## src/rtl/seed_key_requester.sv

```systemverilog
// Seed/key requester: sends three 32-bit chaos seeds over a byte UART, then
// collects KEY_BYTES key bytes with an inter-byte timeout.
module seed_key_requester #(
  parameter int KEY_BYTES      = 48,
  parameter int TIMEOUT_CYCLES = 1000000
) (
  input  logic                   clk,
  input  logic                   reset,
  input  logic                   start,
  input  logic                   abort,
  input  logic [31:0]            seed_x,
  input  logic [31:0]            seed_y,
  input  logic [31:0]            seed_z,
  output logic [7:0]             tx_data,
  output logic                   tx_valid,
  input  logic                   tx_ready,
  input  logic [7:0]             rx_data,
  input  logic                   rx_valid,
  output logic [8*KEY_BYTES-1:0] key,
  output logic                   key_valid,
  output logic                   busy,
  output logic                   timeout_err,
  output logic [5:0]             bytes_rcvd
);

  localparam int              TW        = (TIMEOUT_CYCLES > 1) ? $clog2(TIMEOUT_CYCLES) : 1;
  localparam logic [TW-1:0]   TLAST     = TW'(TIMEOUT_CYCLES - 1);
  localparam logic [5:0]      LAST_BYTE = 6'(KEY_BYTES - 1);
  localparam logic [3:0]      LAST_TX   = 4'd11;

  typedef enum logic [2:0] {
    ST_IDLE     = 3'd0,
    ST_SEND     = 3'd1,
    ST_WAIT_KEY = 3'd2,
    ST_DONE     = 3'd3,
    ST_ERR      = 3'd4
  } state_t;

  state_t                 r_state;
  logic [87:0]            r_seed_sr;
  logic [3:0]             r_tx_idx;
  logic [7:0]             r_tx_data;
  logic                   r_tx_valid;
  logic [TW-1:0]          r_tcnt;
  logic [8*KEY_BYTES-1:0] r_key;
  logic                   r_key_valid;
  logic                   r_busy;
  logic                   r_timeout_err;
  logic [5:0]             r_bytes_rcvd;

  // Request FSM; r_seed_sr holds the bytes still to be sent after the one on tx_data.
  always_ff @(posedge clk or negedge reset) begin
    if (!reset) begin
      r_state       <= ST_IDLE;
      r_seed_sr     <= 88'h0;
      r_tx_idx      <= 4'd0;
      r_tx_data     <= 8'h00;
      r_tx_valid    <= 1'b0;
      r_tcnt        <= '0;
      r_key         <= '0;
      r_key_valid   <= 1'b0;
      r_busy        <= 1'b0;
      r_timeout_err <= 1'b0;
      r_bytes_rcvd  <= 6'd0;
    end else if (abort) begin
      r_state     <= ST_IDLE;
      r_tx_valid  <= 1'b0;
      r_busy      <= 1'b0;
      r_key_valid <= 1'b0;
    end else begin
      case (r_state)
        ST_IDLE, ST_DONE, ST_ERR: begin
          if (start) begin
            r_seed_sr     <= {seed_z, seed_y, seed_x[31:8]};
            r_tx_data     <= seed_x[7:0];
            r_tx_valid    <= 1'b1;
            r_tx_idx      <= 4'd0;
            r_key         <= '0;
            r_key_valid   <= 1'b0;
            r_timeout_err <= 1'b0;
            r_bytes_rcvd  <= 6'd0;
            r_busy        <= 1'b1;
            r_state       <= ST_SEND;
          end
        end
        ST_SEND: begin
          if (r_tx_valid && tx_ready) begin
            if (r_tx_idx == LAST_TX) begin
              r_tx_valid <= 1'b0;
              r_tcnt     <= '0;
              r_state    <= ST_WAIT_KEY;
            end else begin
              r_tx_idx  <= r_tx_idx + 4'd1;
              r_tx_data <= r_seed_sr[7:0];
              r_seed_sr <= {8'h00, r_seed_sr[87:8]};
            end
          end
        end
        ST_WAIT_KEY: begin
          // A byte on the expiry cycle wins over the timeout.
          if (rx_valid) begin
            for (int j = 0; j < KEY_BYTES; j++) begin
              if (r_bytes_rcvd == 6'(j)) begin
                r_key[8*j +: 8] <= rx_data;
              end
            end
            r_bytes_rcvd <= r_bytes_rcvd + 6'd1;
            r_tcnt       <= '0;
            if (r_bytes_rcvd == LAST_BYTE) begin
              r_state     <= ST_DONE;
              r_key_valid <= 1'b1;
              r_busy      <= 1'b0;
            end
          end else if (r_tcnt == TLAST) begin
            r_state       <= ST_ERR;
            r_timeout_err <= 1'b1;
            r_busy        <= 1'b0;
          end else begin
            r_tcnt <= r_tcnt + TW'(1);
          end
        end
        default: begin
          r_state    <= ST_IDLE;
          r_tx_valid <= 1'b0;
          r_busy     <= 1'b0;
        end
      endcase
    end
  end

  assign tx_data     = r_tx_data;
  assign tx_valid    = r_tx_valid;
  assign key         = r_key;
  assign key_valid   = r_key_valid;
  assign busy        = r_busy;
  assign timeout_err = r_timeout_err;
  assign bytes_rcvd  = r_bytes_rcvd;

endmodule

```

## config.mk

```make
export PLATFORM = sky130hd
export DESIGN_NAME = seed_key_requester
export DESIGN_NICKNAME = d
export VERILOG_FILES = /design/src/rtl/seed_key_requester.sv
export SDC_FILE = /design/constraint.sdc
export NUM_CORES = 1
export LEC_CHECK = 0
export ABC_AREA = 1
export CAP_MARGIN = 20
export CORE_ASPECT_RATIO = 1.1
export CORE_MARGIN = 8
export CORE_UTILIZATION = 45
export DETAILED_ROUTE_END_ITERATION = 8
export PLACE_DENSITY = 0.79
export SLEW_MARGIN = 20
export SYNTH_ARGS = -nofsm -noshare
export SYNTH_HDL_FRONTEND = slang
export SYNTH_SLANG_ARGS = --single-unit
```

## constraint.sdc

```tcl
create_clock -name clk -period 5 [get_ports clk]
set_input_delay 1 -clock clk [delete_from_list [all_inputs] [get_ports clk]]
set_output_delay 1 -clock clk [all_outputs]
set_load 0.1 [all_outputs]
```

==> results.sh <==
export IMPL_area_growth_pct=33.61
export IMPL_worstPathRequired_ps=4000
export IMPL_drive_gt1_share_pct=6.377
export IMPL_grt_overflow=0
export IMPL_yosysTopAreaCell="dfrtp_1"
export IMPL_max_cap_violations=0
export IMPL_grt_antenna_before_repair=1
export IMPL_setup_worst_path_end_class="output port"
export IMPL_async_reset_ff_share_pct=100.0
export IMPL_post_cts_buffers=0
export IMPL_cts_tree="done"
export IMPL_synth_area_sq_um=21960
export IMPL_portBuffers=511
export IMPL_path_class="reg2out"
export IMPL_path_delay_family="buffers and inverters"
export IMPL_max_slew_margin_pct=21.71
export IMPL_skew_ps=20.89
export IMPL_die_area_sq_um=56140
export IMPL_synth_top_cell_area_share_pct=58.91
export IMPL_seq_area_frac_synth_pct=58.91
export IMPL_nNetsFinal=3117
export IMPL_worstSetupStartpointType="flop"
export IMPL_initial_core_util_pct=45.19
export IMPL_cts_root_buf="clkbuf_16"
export IMPL_arrival_ps=2450
export IMPL_crit_slowest_cell="clkdlybuf4s50_1"
export IMPL_endpoint="bytes_rcvd[0]"
export IMPL_clock_sinks=517
export IMPL_num_rows=85
export IMPL_drcViolationCount=0
export IMPL_ys_top_cells_by_area="dfrtp_1, nand2_1, o21ai_0, nand3_1, inv_1"
export IMPL_clk_pin_slew_worst_paths_ps=60
export IMPL_ctsHoldBuffers=0
export IMPL_max_clock_freq_ghz=0.2897
export IMPL_crit_path_start="bytes_rcvd[0]$_DFFE_PN0P_"
export IMPL_wl_per_cell_um=20.48
export IMPL_ys_seq_elements=517
export IMPL_critPathMaxFanout=8
export IMPL_crit_cells=1
export IMPL_rsz0062_at_grt="false"
export IMPL_clk_path_buf_depth=3
export IMPL_fillers=4070
export IMPL_synth_fp_nets=2650
export IMPL_die_h_um=247.7
export IMPL_post_cts_resized=0
export IMPL_cp_num_buf_inv=1
export IMPL_die_x_um=226.6
export IMPL_worstReg2RegEnd="key[274]$_DFFE_PN0P_"
export IMPL_cp_cell_sequence="clkdlybuf4s50_1"
export IMPL_finalSetupViolations=0
export IMPL_synthCells=2534
export IMPL_rrSetupSlack_ps=1710
export IMPL_avgSynthCellArea_sq_um=8.667
export IMPL_max_stage_delay_ps=1230
export IMPL_insertion_delay_ps=600
export IMPL_reg2reg_depth=11
export IMPL_slew_violations=0
export IMPL_cts_max_level=2
export IMPL_synthFlopType="dfrtp_1"
export IMPL_rr_startpoint="r_state[1]$_DFFE_PN0P_"
export IMPL_vias_per_cell=5.315
export IMPL_io_pins=512
export IMPL_dp_hpwl_mm=52.86
export IMPL_drtAntennaViolNets=0
export IMPL_tightest_slew_ps=1171
export IMPL_worstHoldPathType="in2async"
export IMPL_fin_setup_tns_ps=0
export IMPL_vias=19640
export IMPL_first_iter_violations=1688
export IMPL_synth_most_common_cell="nand2_1"
export IMPL_core_area_sq_um=48600
export IMPL_final_period_utilization_pct=69.04
export IMPL_outcome="finished clean"
export IMPL_grt_pass1_vias=19480
export IMPL_cts_buffers=53
export IMPL_hold_violations=0
export IMPL_grt_max_degree=118
export IMPL_ys_warn_count=0
export IMPL_drtPass1Iterations=6
export IMPL_synth_top_cells_by_count="nand2_1, dfrtp_1, o21ai_0"
export IMPL_grt_util_all_layers_pct=26.06
export IMPL_place_congestion=0.8998
export IMPL_min_period_ps=3452
export IMPL_wl_mm=75.69
export IMPL_grt_pass1_wl_mm=113.6
export IMPL_synth_edff_count=0
export IMPL_synth_cell_types=32
-- per-stage QoR --
stage	area [sq um]	worst slack [ps]	util, %	instances	hold slack [ps]
floorplan	21960	2740	-	2534	449.2
global placement	27590	1143	56.77	3597	459.1
detailed placement	27610	1054	56.80	3598	465.0
CTS	29340	1541	60.37	3694	481.1
global route	29340	1432	60.37	3695	493.6
finish	29340	1548	60.37	3695	458.7
-- worst min path at each step --
stage                              startpoint                         to  slack, ps
floorplan           r_seed_sr[80]$_DFFE_PN0P_  r_seed_sr[80]$_DFFE_PN0P_        450
global placement             busy$_DFFE_PN0P_           busy$_DFFE_PN0P_        460
detailed placement  r_seed_sr[46]$_DFFE_PN0P_  r_seed_sr[46]$_DFFE_PN0P_        460
CTS                 r_seed_sr[46]$_DFFE_PN0P_  r_seed_sr[46]$_DFFE_PN0P_        480
global route        r_seed_sr[80]$_DFFE_PN0P_  r_seed_sr[80]$_DFFE_PN0P_        490
finish                                  reset       key[172]$_DFFE_PN0P_        460
-- layout by cell type, fill, tap and decap left out, drive strengths merged, types with 6 or more instances in the layout --
master	Yosys	final
buf	70	35
clkbuf	63	72
clkdlybuf4s50	0	510
clkinv	1	19
dfrtp	517	517
ha	6	6
inv	123	125
nand2	1041	1041
nand3	206	206
nand4	17	17
nor2	68	68
o21ai	402	402
xor2	6	6
-- state kept, by name, indices dropped and copies added (netlist names) --
register,flops
tx_valid,1
timeout_err,1
busy,1
key,384
r_state,3
r_tcnt,20
tx_data,8
r_seed_sr,88
bytes_rcvd,6
key_valid,1
r_tx_idx,4
-- cell type report --
| type | instances | area (sq um) | area share, % |
|---|---|---|---|
| inverters | 124 | 467.9 | 1.595 |
| well taps | 652 | 815.8 | 2.780 |
| clock inverters | 24 | 237.7 | 0.8102 |
| repair buffers | 545 | 5445 | 18.56 |
| flip-flops and latches | 517 | 12940 | 44.09 |
| multi-input cells | 1760 | 7939 | 27.06 |
| clock buffers | 72 | 1498 | 5.104 |
| diodes | 1 | 2.502 | 0.008528 |
-- cell families after synthesis --
group	share of synthesized area, %
AOI/OAI and AO/OA	9.366
adders and majority gates	0.3418
and+or+nand+nor	25.99
DFF	58.91
buffers and inverters	5.036
xor gates and xnor gates	0.3589
-- per-layer routing --
metal  track usage (%)  wire length [um]  share of wire [%]
met2             42.86             36260                 48
met3             8.520              7065                9.3
met1             30.98             29110                 38
met4             11.59              3253                4.3
met5                 0                 0                  0
Power is not shown: default switching activity piles up to over one toggle a cycle in this logic, so the estimate is an artifact.
